$ cat config.mk
export PLATFORM = sky130hd
export DESIGN_NAME = blob_tracker
export DESIGN_NICKNAME = d
export VERILOG_FILES = /design/src/rtl/chase_pkg.sv /design/src/rtl/color_match.sv /design/src/rtl/blob_tracker.sv
export SDC_FILE = /design/constraint.sdc
export NUM_CORES = 1
export LEC_CHECK = 0
export CORE_ASPECT_RATIO = 1.4
export CORE_MARGIN = 2
export CORE_UTILIZATION = 35
export CTS_BUF_LIST = sky130_fd_sc_hd__clkbuf_8 sky130_fd_sc_hd__clkbuf_16
export CTS_CLUSTER_DIAMETER = 120
export DETAILED_ROUTE_END_ITERATION = 10
export PLACE_DENSITY = 0.51
export SKIP_LAST_GASP = 1
export SLEW_MARGIN = 10
export SYNTH_ARGS = -nofsm -noshare
export SYNTH_HDL_FRONTEND = slang
export SYNTH_SLANG_ARGS = --single-unit
$ cat constraint.sdc
create_clock -name clk_in -period 6.6 [get_ports clk_in]
set_input_delay 1.32 -clock clk_in [delete_from_list [all_inputs] [get_ports clk_in]]
set_output_delay 1.32 -clock clk_in [all_outputs]
set_load 0.01 [all_outputs]
$ cat src/rtl/chase_pkg.sv
// Shared types for the pixel-stream tracking blocks: RGB444 channel slices,
// coordinate types and the tracker FSM encoding.
package chase_pkg;

    localparam int R_HI = 11;
    localparam int R_LO = 8;
    localparam int G_HI = 7;
    localparam int G_LO = 4;
    localparam int B_HI = 3;
    localparam int B_LO = 0;

    typedef logic [11:0] pixel_t;
    typedef logic [10:0] coord_x_t;
    typedef logic [9:0]  coord_y_t;

    typedef enum logic [1:0] {
        WAIT_SOF,
        ACCUM,
        REPORT
    } state_t;

endpackage

$ cat src/rtl/color_match.sv
// Combinational RGB444 colour classifier: match when every channel is within tol of target.
// Zero latency; no flow control.
module color_match
    import chase_pkg::*;
(
    input  pixel_t     pixel,
    input  pixel_t     target,
    input  logic [3:0] tol,
    output logic       match
);

    // Differences are formed as magnitudes so they never wrap.
    function automatic logic [4:0] abs_diff(input logic [3:0] a, input logic [3:0] b);
        logic [3:0] d;
        d = (a >= b) ? (a - b) : (b - a);
        return {1'b0, d};
    endfunction

    logic [4:0] diff_r;
    logic [4:0] diff_g;
    logic [4:0] diff_b;

    always_comb begin
        diff_r = abs_diff(pixel[R_HI:R_LO], target[R_HI:R_LO]);
        diff_g = abs_diff(pixel[G_HI:G_LO], target[G_HI:G_LO]);
        diff_b = abs_diff(pixel[B_HI:B_LO], target[B_HI:B_LO]);
        match  = (diff_r <= {1'b0, tol}) && (diff_g <= {1'b0, tol}) && (diff_b <= {1'b0, tol});
    end

endmodule

$ cat src/rtl/blob_tracker.sv
// Finds the bounding box of target-coloured pixels in one frame and reports centre/half-size.
// Outputs update 3 cycles after the EOF pixel; input may bubble freely, there is no backpressure.
module blob_tracker
    import chase_pkg::*;
#(
    parameter int H_ACTIVE   = 320,
    parameter int V_ACTIVE   = 240,
    parameter int MIN_PIXELS = 16
) (
    input  logic        clk_in,
    input  logic        rst_in,
    input  logic        valid_in,
    input  logic [10:0] hcount_in,
    input  logic [9:0]  vcount_in,
    input  logic [11:0] pixel_in,
    input  logic [11:0] target_in,
    input  logic [3:0]  tol_in,
    output logic [10:0] x_out,
    output logic [9:0]  y_out,
    output logic [7:0]  radius_out,
    output logic [16:0] count_out,
    output logic        found_out,
    output logic        frame_done_out
);

    localparam coord_x_t    H_LAST    = coord_x_t'(H_ACTIVE - 1);
    localparam coord_y_t    V_LAST    = coord_y_t'(V_ACTIVE - 1);
    localparam logic [16:0] COUNT_MAX = '1;

    state_t     state;
    state_t     state_nxt;
    logic       clear;
    logic       report;

    pixel_t     target_q;
    logic [3:0] tol_q;
    logic       pix_match;
    logic       sof;
    logic       eof;
    logic       active;

    logic       s1_match;
    logic       s1_eof;
    coord_x_t   s1_h;
    coord_y_t   s1_v;

    coord_x_t    xmin;
    coord_x_t    xmax;
    coord_y_t    ymin;
    coord_y_t    ymax;
    logic [16:0] count;

    logic [11:0] x_sum;
    logic [10:0] y_sum;
    logic [11:0] width;
    logic [11:0] height;
    logic [11:0] span;
    logic [10:0] half;

    always_comb begin
        sof    = valid_in && (hcount_in == '0) && (vcount_in == '0);
        eof    = valid_in && (hcount_in == H_LAST) && (vcount_in == V_LAST);
        active = (int'(hcount_in) < H_ACTIVE) && (int'(vcount_in) < V_ACTIVE);
    end

    // The SOF pixel is classified against the target it is latching, not the stale one.
    color_match u_match (
        .pixel  (pixel_in),
        .target (sof ? target_in : target_q),
        .tol    (sof ? tol_in : tol_q),
        .match  (pix_match)
    );

    always_ff @(posedge clk_in) begin
        if (rst_in) begin
            state    <= WAIT_SOF;
            target_q <= '0;
            tol_q    <= '0;
        end else begin
            state <= state_nxt;
            if (clear) begin
                target_q <= target_in;
                tol_q    <= tol_in;
            end
        end
    end

    // Any SOF restarts accumulation, including one that truncates a frame in progress.
    always_comb begin
        state_nxt = state;
        clear     = 1'b0;
        report    = 1'b0;
        unique case (state)
            WAIT_SOF: begin
                if (sof) begin
                    clear     = 1'b1;
                    state_nxt = ACCUM;
                end
            end
            ACCUM: begin
                if (sof) begin
                    clear     = 1'b1;
                    state_nxt = ACCUM;
                end else if (s1_eof) begin
                    state_nxt = REPORT;
                end
            end
            REPORT: begin
                report    = 1'b1;
                state_nxt = WAIT_SOF;
                if (sof) begin
                    clear     = 1'b1;
                    state_nxt = ACCUM;
                end
            end
            default: state_nxt = WAIT_SOF;
        endcase
    end

    always_ff @(posedge clk_in) begin
        if (rst_in) begin
            s1_match <= 1'b0;
            s1_eof   <= 1'b0;
            s1_h     <= '0;
            s1_v     <= '0;
        end else begin
            s1_match <= valid_in && active && pix_match;
            s1_eof   <= eof && (state == ACCUM) && !sof;
            s1_h     <= hcount_in;
            s1_v     <= vcount_in;
        end
    end

    // Stage 1 may hold a pixel from before SOF; the clear on SOF discards it.
    always_ff @(posedge clk_in) begin
        if (rst_in || clear) begin
            xmin  <= '1;
            xmax  <= '0;
            ymin  <= '1;
            ymax  <= '0;
            count <= '0;
        end else if ((state == ACCUM) && s1_match) begin
            if (s1_h < xmin) xmin <= s1_h;
            if (s1_h > xmax) xmax <= s1_h;
            if (s1_v < ymin) ymin <= s1_v;
            if (s1_v > ymax) ymax <= s1_v;
            if (count != COUNT_MAX) count <= count + 17'd1;
        end
    end

    always_comb begin
        x_sum  = {1'b0, xmin} + {1'b0, xmax};
        y_sum  = {1'b0, ymin} + {1'b0, ymax};
        width  = {1'b0, xmax} - {1'b0, xmin} + 12'd1;
        height = {2'b00, ymax} - {2'b00, ymin} + 12'd1;
        span   = (width > height) ? width : height;
        half   = span[11:1];
    end

    always_ff @(posedge clk_in) begin
        if (rst_in) begin
            x_out          <= '0;
            y_out          <= '0;
            radius_out     <= '0;
            count_out      <= '0;
            found_out      <= 1'b0;
            frame_done_out <= 1'b0;
        end else begin
            frame_done_out <= report;
            if (report) begin
                count_out <= count;
                found_out <= (count >= 17'(MIN_PIXELS));
                // An empty frame has no box, so the previous geometry is kept.
                if (count != '0) begin
                    x_out      <= x_sum[11:1];
                    y_out      <= y_sum[10:1];
                    radius_out <= (half > 11'd255) ? 8'd255 : half[7:0];
                end
            end
        end
    end

endmodule

==> run_results.csv <==
group,metric,value,unit
outcome,status,"completed",
critical_path,path_cells,"clkdlybuf4s50_1 > nor4_1 > nand2_1 > nor4_1 > nor2b_2 > buf_4 > mux2i_1 > inv_1 > ha_1 > a21o_1 > a21o_1 > a21oi_1 > mux2_2 > ha_1 > nor2b_1 > o21ai_0 > nand2b_1 > a21oi_1 > a41oi_1 > nor4_1",
route,firstDrtPassIters,4,
critical_path,critPathCaptureType,"flip-flop",
timing,setup-tns-final,0,ns
global_route,grt-busiest-layer,"met2",
cts,cts_buffers,17,
critical_path,critPathKind,"input pin to flip-flop",
timing,hold_viol_final,0,
cts,cts_tree,"done",
critical_path,cp.required,6.95,ns
synthesis,mappedNetlistArea,9730,µm²
floorplan,initial_core_util,35.4,%
power_and_ir_drop,leakage,4.93,nW
cts,clock_sinks,148,
power_and_ir_drop,power.total,1.98,mW
placed_design,place_inst,1582,
route,drt-wirelength-per-cell,14.9,µm
global_route,met3_usage,3.79,%
timing,period_needed,5.50,ns
synthesis,synth_seq_cells,148,
global_route,met1_usage,19.6,%
global_route,globalRouteMet2Util,29.7,%
timing,fin_crit_sh,83.3,%
route,vias,7995,
critical_path,cpPeakStageDelay,0.43,ns
timing,setup_violations,0,
critical_path,worst_setup_path_start_kind,"input pin",
floorplan,dieArea,29200,µm²
layout,final_area,11700,µm²
global_route,grtUsageTotal,16.7,%
floorplan,die_width,145,µm
placed_design,place_area,11100,µm²
cts,cts.path.max_buffers,2,
layout,syn_to_final_growth,20.3,%
cts,path_clk_slew,0.07,ns
synthesis,post_synth_num_cell_types,58,
critical_path,crit_top_cell,"nor4_1",
synthesis,synth-edff-count,0,
cts,ctsHoldBuffers,0,
synthesis,synth_area_leader_cell,"dfxtp_1",
synthesis,ys_warn_count,0,
floorplan,num_rows,72,
route,final_antenna_net_count,0,
critical_path,worst_ep_arrival_time,5.85,ns
floorplan,pin_count,100,
route,drcViolationCount,0,
synthesis,async_flop_share,0,%
timing,slew_viol_final,0,
timing,clock_skew,0.00893,ns
synthesis,synth_most_common_cell,"dfxtp_1",
floorplan,die_h,201,µm
synthesis,yosys_most_used_dff,"dfxtp_1",
placed_design,dp_hpwl,19200,µm
placed_design,place_ws,0.668,ns
cts,cts_max_level,4,
critical_path,crit_start,"hcount_in[10]",
timing,max_slew_margin,40.9,%
cts,cts_resized,0,
power_and_ir_drop,max-vdd-ir-drop,0.175,mV
critical_path,r2r-start,"xmax[1]",
power_and_ir_drop,powerDensity,169,nW/µm²
synthesis,syn_avg_cell_area,8.56,µm²
cts,postCtsSetupRepairBufs,0,
route,drt_iter0_drc,225,
layout,fin_nets,1437,
floorplan,core-area,27500,µm²
placed_design,port_buffers,99,
synthesis,syn-num-nets,1343,
flow_run,maxCapViolCount,0,
min_path,min_from,"s1_eof",
global_route,grt_max_degree,60,
global_route,antenna_found_initial,0,
synthesis,synth_cells,1137,
global_route,grt_pass1_vias,7894,
layout,fin_cells,1614,
synthesis,netlist_top_cells_count,"dfxtp_1, ha_1, nand2_1, inv_1, nor2_1",
layout,fin_util,42.6,%
global_route,globalRouteOverflowTotal,0,
cts,clkLatencyLatePin,0.43,ns
synthesis,ys_top_cells_by_area,"dfxtp_1, ha_1, nand2_1",
min_path,hold_class,"flip-flop to flip-flop",
layout,fillCellCount,2760,
route,via_per_inst,4.95,
placed_design,routabilityCongestion,0.836,
critical_path,cpMaxStageDelayCell,"clkdlybuf4s50_1",
timing,grt_setup_unrepaired,"no",
critical_path,path_max_fanout,20,
timing,max_clock_freq,182,MHz
layout,drive_gt1_share,5.31,%
synthesis,synth_top_area_share,30.5,%
timing,worst_slack,1.10,ns
layout,n_antenna_cell,0,
cts,cts_root_buf,"clkbuf_16",
timing,worst_pin_slew,0.887,ns
timing,whs,0.451,ns
synthesis,ys_seq_area_share,30.5,%
global_route,grt_pass1_wl,39500,µm
route,wirelength,24000,µm
[report_power, final]
group          switching [mW]  total [mW]  internal, mW  leakage, nW
Clock                   0.425       0.927         0.503        0.278
Combinational          0.0690       0.139        0.0702         3.46
Sequential            0.00872       0.909         0.900         1.20
[cells by family (layout without fill, tap and decap cells)]
group | Yosys count | after routing | synth area share [%]
compound gates | 236 | 236 | 16.3
xor+xnor | 57 | 57 | 5.13
fa+ha+maj | 154 | 154 | 20.6
buf+inv | 137 | 244 | 5.30
flops | 148 | 148 | 30.5
mux | 50 | 50 | 5.25
simple gates | 355 | 355 | 17.0
[layer usage]
layer | wire [µm] | vias to the layer above
met3 | 999 | 33
li1 | - | 4152
met2 | 11700 | 138
met4 | 550 | 0
met5 | 0 | -
met1 | 10700 | 3672
[final timing paths]
check | to | slack (ns) | cells after the start
max | s1_match | 1.10 | 20
min | state[1] | 0.45 | 2
max reg2reg | radius_out[5] | 1.38 | 18
min reg2reg | state[1] | 0.45 | 2
[critical path: cells and delay by family]
kind	cells	cell delay [ns]
AOI/OAI and AO/OA	6	1.01
adders and majority gates	2	0.62
buffers and inverters	3	0.88
muxes	2	0.79
and+or+nand+nor	7	1.22
[placed cells by master, fill, tap and decap left out, types with 26 or more instances in the layout]
| cell | count |
|---|---|
| clkdlybuf4s50_1 | 98 |
| nor2b_1 | 36 |
| mux2i_1 | 42 |
| a21oi_1 | 77 |
| inv_1 | 100 |
| nor2_1 | 97 |
| xnor2_1 | 34 |
| dfxtp_1 | 148 |
| a21o_1 | 26 |
| nand2_1 | 126 |
| ha_1 | 144 |
[layout make-up]
cell class              count  area [µm²]  area share [%]
flip-flops and latches    148        2960            25.3
multi-input cells         852        6260            53.5
well taps                 370         463            3.95
clock inverters            14         123            1.05
clock buffers              18         439            3.75
inverters                 100         375            3.21
repair buffers            112        1080            9.26
[registers in the layout (all words and copies together), names as in the netlist]
signal and count:
count 17, count_out 17, target_q 12, s1_h 11, x_out 11, xmax 11, xmin 11, s1_v 10
y_out 10, ymax 10, ymin 10, radius_out 8, tol_q 4, state 2, found_out 1, frame_done_out 1
s1_eof 1, s1_match 1
Note: power is estimated with default switching activity, not from simulation.
